--- src/rtl/fixed_mac_accum.sv ---
// Fixed-point multiply-accumulate for the neuron datapath: Q-format products are
// rounded, saturated and summed onto a per-vector bias, one result per vector.
module fixed_mac_accum #(
   parameter int DATA_W = 16,
   parameter int FRAC_W = 8,
   parameter int RELU   = 0
) (
   input  logic              clk,
   input  logic              rst,
   input  logic              in_valid,
   output logic              in_ready,
   input  logic [DATA_W-1:0] in_act,
   input  logic [DATA_W-1:0] in_wgt,
   input  logic              in_last,
   input  logic [DATA_W-1:0] bias,
   output logic              out_valid,
   input  logic              out_ready,
   output logic [DATA_W-1:0] out_data,
   output logic              out_sat
);

   localparam logic [1:0] ST_ACC   = 2'd0;
   localparam logic [1:0] ST_DRAIN = 2'd1;
   localparam logic [1:0] ST_HOLD  = 2'd2;

   localparam int PW = 2 * DATA_W;
   localparam int RW = PW + 1;

   localparam logic [DATA_W-1:0] SAT_MAX = {1'b0, {(DATA_W-1){1'b1}}};
   localparam logic [DATA_W-1:0] SAT_MIN = {1'b1, {(DATA_W-1){1'b0}}};
   localparam logic signed [RW-1:0] HALF =
      {{(RW-FRAC_W){1'b0}}, 1'b1, {(FRAC_W-1){1'b0}}};

   logic [1:0] state;
   logic       first;
   logic       sticky;
   logic       accept;
   logic       out_fire;

   logic                     s0_valid, s0_last, s0_first;
   logic signed [DATA_W-1:0] s0_act, s0_wgt;
   logic        [DATA_W-1:0] s0_bias;

   logic                     s1_valid, s1_last, s1_first;
   logic signed [PW-1:0]     s1_p;
   logic        [DATA_W-1:0] s1_bias;

   logic [DATA_W-1:0] acc;

   logic signed [RW-1:0]     p_rnd;
   logic signed [RW-1:0]     r_wide;
   logic [RW-DATA_W:0]       r_hi;
   logic                     p_sat;
   logic [DATA_W-1:0]        r;
   logic [DATA_W-1:0]        base;
   logic [DATA_W:0]          sum;
   logic                     a_sat;
   logic [DATA_W-1:0]        s_sat;
   logic                     sticky_next;
   logic                     relu_zero;

   assign in_ready = (state == ST_ACC) && !rst;
   assign accept   = in_valid && in_ready;
   assign out_fire = out_valid && out_ready;

   // Round half up with a guard bit, then clamp to the result range; the bits above
   // the result's sign bit must all agree with it or the value is out of range.
   always_comb begin
      p_rnd  = RW'(s1_p) + HALF;
      r_wide = p_rnd >>> FRAC_W;
      r_hi   = r_wide[RW-1:DATA_W-1];
      p_sat  = !((&r_hi) || !(|r_hi));
      r      = p_sat ? (r_wide[RW-1] ? SAT_MIN : SAT_MAX) : r_wide[DATA_W-1:0];
   end

   // Two's-complement overflow shows as disagreement between the extended sign and
   // the result sign, which matches the same-sign-operands adder rule.
   always_comb begin
      base        = s1_first ? s1_bias : acc;
      sum         = {base[DATA_W-1], base} + {r[DATA_W-1], r};
      a_sat       = sum[DATA_W] ^ sum[DATA_W-1];
      s_sat       = a_sat ? (sum[DATA_W] ? SAT_MIN : SAT_MAX) : sum[DATA_W-1:0];
      sticky_next = (s1_first ? 1'b0 : sticky) | p_sat | a_sat;
      relu_zero   = (RELU != 0) && s_sat[DATA_W-1];
   end

   always_ff @(posedge clk) begin
      if (rst) begin
         state     <= ST_ACC;
         first     <= 1'b1;
         sticky    <= 1'b0;
         s0_valid  <= 1'b0;
         s0_last   <= 1'b0;
         s0_first  <= 1'b0;
         s0_act    <= '0;
         s0_wgt    <= '0;
         s0_bias   <= '0;
         s1_valid  <= 1'b0;
         s1_last   <= 1'b0;
         s1_first  <= 1'b0;
         s1_p      <= '0;
         s1_bias   <= '0;
         acc       <= '0;
         out_valid <= 1'b0;
         out_data  <= '0;
         out_sat   <= 1'b0;
      end else begin
         s0_valid <= accept;
         if (accept) begin
            s0_act   <= in_act;
            s0_wgt   <= in_wgt;
            s0_last  <= in_last;
            s0_first <= first;
            s0_bias  <= bias;
         end

         if (accept)
            first <= 1'b0;
         else if (out_fire)
            first <= 1'b1;

         s1_valid <= s0_valid;
         if (s0_valid) begin
            s1_p     <= PW'(s0_act) * PW'(s0_wgt);
            s1_last  <= s0_last;
            s1_first <= s0_first;
            s1_bias  <= s0_bias;
         end

         if (s1_valid) begin
            acc    <= s_sat;
            sticky <= sticky_next;
            if (s1_last) begin
               out_data  <= relu_zero ? '0 : s_sat;
               out_sat   <= sticky_next;
               out_valid <= 1'b1;
               state     <= ST_HOLD;
            end
         end

         if (state == ST_ACC && accept && in_last)
            state <= ST_DRAIN;

         if (state == ST_HOLD && out_fire) begin
            out_valid <= 1'b0;
            state     <= ST_ACC;
         end
      end
   end

endmodule

--- config.mk ---
export PLATFORM = sky130hd
export DESIGN_NAME = fixed_mac_accum
export DESIGN_NICKNAME = d
export VERILOG_FILES = /design/src/rtl/fixed_mac_accum.sv
export SDC_FILE = /design/constraint.sdc
export NUM_CORES = 1
export LEC_CHECK = 0
export BUFFER_PORTS_ARGS = -buffer_cell sky130_fd_sc_hd__buf_4
export CAP_MARGIN = 0
export CORE_MARGIN = 2
export CORE_UTILIZATION = 40
export CTS_CLUSTER_SIZE = 24
export DETAILED_ROUTE_END_ITERATION = 8
export PLACE_DENSITY = 0.63
export SYNTH_ARGS = -nofsm -noshare
export SYNTH_HDL_FRONTEND = slang
export SYNTH_SLANG_ARGS = --single-unit
--- constraint.sdc ---
create_clock -name clk -period 15 [get_ports clk]
set_input_delay 3 -clock clk [delete_from_list [all_inputs] [get_ports clk]]
set_output_delay 3 -clock clk [all_outputs]
set_load 0.01 [all_outputs]
==> results.yml <==
sta:
  fin_skew_ps: 24.4
  slew_violations: 0
  rsz0062_at_grt: "false"
  min_period_over_period_pct: 45.0
  fin_ws_ps: 8250
  max_slew_margin_pct: 29.8
  fin_tns_setup_ps: 0
  fmax_mhz: 148
  finalSetupViolCount: 0
  final.min_clock_period_ps: 6750
  tightest_slew_ps: 1050
  hold_viol: 0
die:
  start_util_pct: 40.7
  die_area_mm2: 0.0410
  core_mm2: 0.0387
  rows: 72
  num_io_pins: 72
  die_h_um: 203
  die_w_um: 203
cts:
  postCtsResizedCells: 0
  clk_latency_ps: 440
  root_buffer: "clkbuf_16"
  postCtsHoldBufs: 0
  postCtsSetupBuffers: 0
  cts.sinks: 133
  clk_pin_slew_ps: 60
  cts_buffer_depth: 2
  numCtsBuffers: 17
  cts_tree: "done"
  h-tree-depth: 4
route:
  wl_um: 37300
  dr.pass1.iters: 5
  wl_per_cell_um: 16.1
  drc: 0
  drtIter0Drc: 630
  vias: 11600
  viasPerCell: 5.03
  postRouteAntennaNets: 0
grt:
  grt_max_degree: 97
  grt_overflow_total: 0
  grt.total_usage_pct: 19.6
  grt_pass1_wl_um: 64300
  antenna_found_initial: 0
  grt_pass1_vias: 12500
placement:
  place_hpwl_um: 29000
  dp_cells: 2281
  io_buffers: 71
  place_congestion: 0.861
  pre_cts_ws_ps: 8280
yosys:
  synth_seq_cells: 133
  synthTopCellsByArea: "fa_1, dfxtp_1, ha_1, inv_1, nand2_1"
  synth_top_cell_by_area: "fa_1"
  synth-edff-count: 0
  synth_top_area_share_pct: 33.3
  ys_seq_area_share_pct: 16.9
  synth_fp_nets: 2175
  netlist_area_mm2: 0.0158
  synth.avg_cell_area_um2: 8.94
  ys_warn_count: 0
  ys_async_sr_fraction_pct: 0
  synthDistinctLibCells: 78
  ys_dominant_reg_cell: "dfxtp_1"
  synth_cells: 1764
finish:
  drive_gt1_share_pct: 8.86
  antenna_cells: 0
  area_growth_syn_to_layout_pct: 9.36
  nFillCells: 3805
  fin_nets: 2193
  stdcell_count: 2313
worst_setup_path:
  arrival_ps: 7070
  path_max_fanout: 17
  r2r_slack_ps: 8250
  required_ps: 15320
  start_kind: "flop"
  r2r_cells: 19
  critPathKind: "reg -> reg"
  cp-end-kind: "flop"
  worstSetupStartpoint: "s0_wgt[1]"
  worstReg2RegEnd: "s1_p[31]"
  r2r-start: "s0_wgt[1]"
worst_hold_path:
  hold_start: "acc[0]"
  hold_path.class: "reg -> reg"
  worstHoldPathCells: 2
  holdPathEnd: "acc[0]"
power_and_ir_drop:
  p_per_area_mw_per_mm2: 64.5
  p_leak_uw: 0.00827
  ir_drop_v: 0.0000942
job:
  cap_viol_max_count: 0
status:
  outcome: "finished, final reports clean"
per-layer routing:
layer / part of all wire [%] / up-vias / track usage, %
li1: - / 5519 / -
met1: 48 / 5849 / 27.8
met2: 46 / 244 / 31.8
met3: 5.1 / 25 / 3.26
met4: 0.83 / 0 / 3.52
met5: 0 / - / 0
stage by stage:
step,util [%],hold WS [ps],cell area (um^2),power [uW]
after global routing,44.5,462,17200,1180
final,44.5,445,17200,1110
after detailed placement,43.0,440,16600,691
after floorplan,-,423,15800,608
after global placement,43.0,436,16600,689
after CTS,44.5,449,17200,1120
worst max-delay path by stage:
stage	end	slack (ps)	cells past startpoint
6_report	s1_p[31]	8250	19
2_1_floorplan	in_ready	8690	1
3_3_place_gp	in_ready	8390	3
4_1_cts	s1_p[30]	8240	19
3_5_place_dp	s1_p[30]	8280	19
5_1_grt	s1_p[31]	7780	19
layout make-up:
| cell class | count | area, um^2 | area share, % |
|---|---|---|---|
| Multi-Input combinational cell | 1255 | 11600 | 67.5 |
| Sequential cell | 133 | 2660 | 15.4 |
| Clock buffer | 18 | 429 | 2.49 |
| Tap cell | 518 | 648 | 3.76 |
| Clock inverter | 14 | 166 | 0.965 |
| Timing Repair Buffer | 77 | 578 | 3.35 |
| Inverter | 298 | 1120 | 6.49 |
Yosys cell counts, types with 23 or more instances:
cell type and number:
clkbuf_1 67, mux2i_1 34, xor2_1 23, nand2_1 274
o21ai_1 26, dfxtp_1 133, a21oi_1 85, fa_1 262
inv_1 297, xnor2_1 35, and2_1 124, nor2_1 88
ha_1 96
flip-flops by register name, summed over array words and instances, names as in the netlist, 2 cells and up:
register and count:
acc 16, out_data 16, s0_act 16, s0_bias 16, s0_wgt 16, s1_bias 16
s1_p 25, state 2
cells by family (layout without fill, tap and decap cells):
family                     Yosys count  count (layout)  share of synthesized area, %
muxes                               52              52                          3.44
buffers and inverters              376             407                          9.32
DFF                                133             133                          16.9
xor gates and xnor gates            58              58                          3.22
and+or+nand+nor                    563             563                          17.1
AOI/OAI and AO/OA                  221             221                          8.97
adders and majority gates          361             361                          41.1
power breakdown:
group / switching, uW / total, uW / internal [uW]
clock: 176 / 426 / 250
combinational: 169 / 286 / 117
sequential: 33.7 / 401 / 368
total: 378 / 1110 / 735
worst max-delay path, cell delays in order (launching register included):
cell and delay [ps]:
dfxtp_1 790, nand2_1 200, inv_1 160, fa_1 550, fa_1 850, fa_1 520, fa_1 500, fa_1 490
inv_1 50, fa_1 480, inv_1 40, ha_1 330, a21o_1 180, a21o_1 180, a221oi_1 260, a21boi_2 280
o21ai_1 160, o41ai_1 340, xnor2_1 170, o21ai_0 90
cells in the final DEF (no fill, tap or decap), types with 11 or more instances in the layout:
master,instances
ha_1,96
a21oi_1,85
clkbuf_16,17
mux2i_1,34
and2_1,124
nand2_1,273
inv_1,297
a21o_1,14
buf_4,77
dfxtp_1,132
nor2_1,88
xnor2_1,35
a21oi_2,11
nand2b_1,13
fa_1,262
xor2_1,23
nand3_1,13
mux2_2,17
a211oi_1,12
o21ai_1,26
o21ai_0,22
No activity file was read; power rests on OpenSTA's default activity.
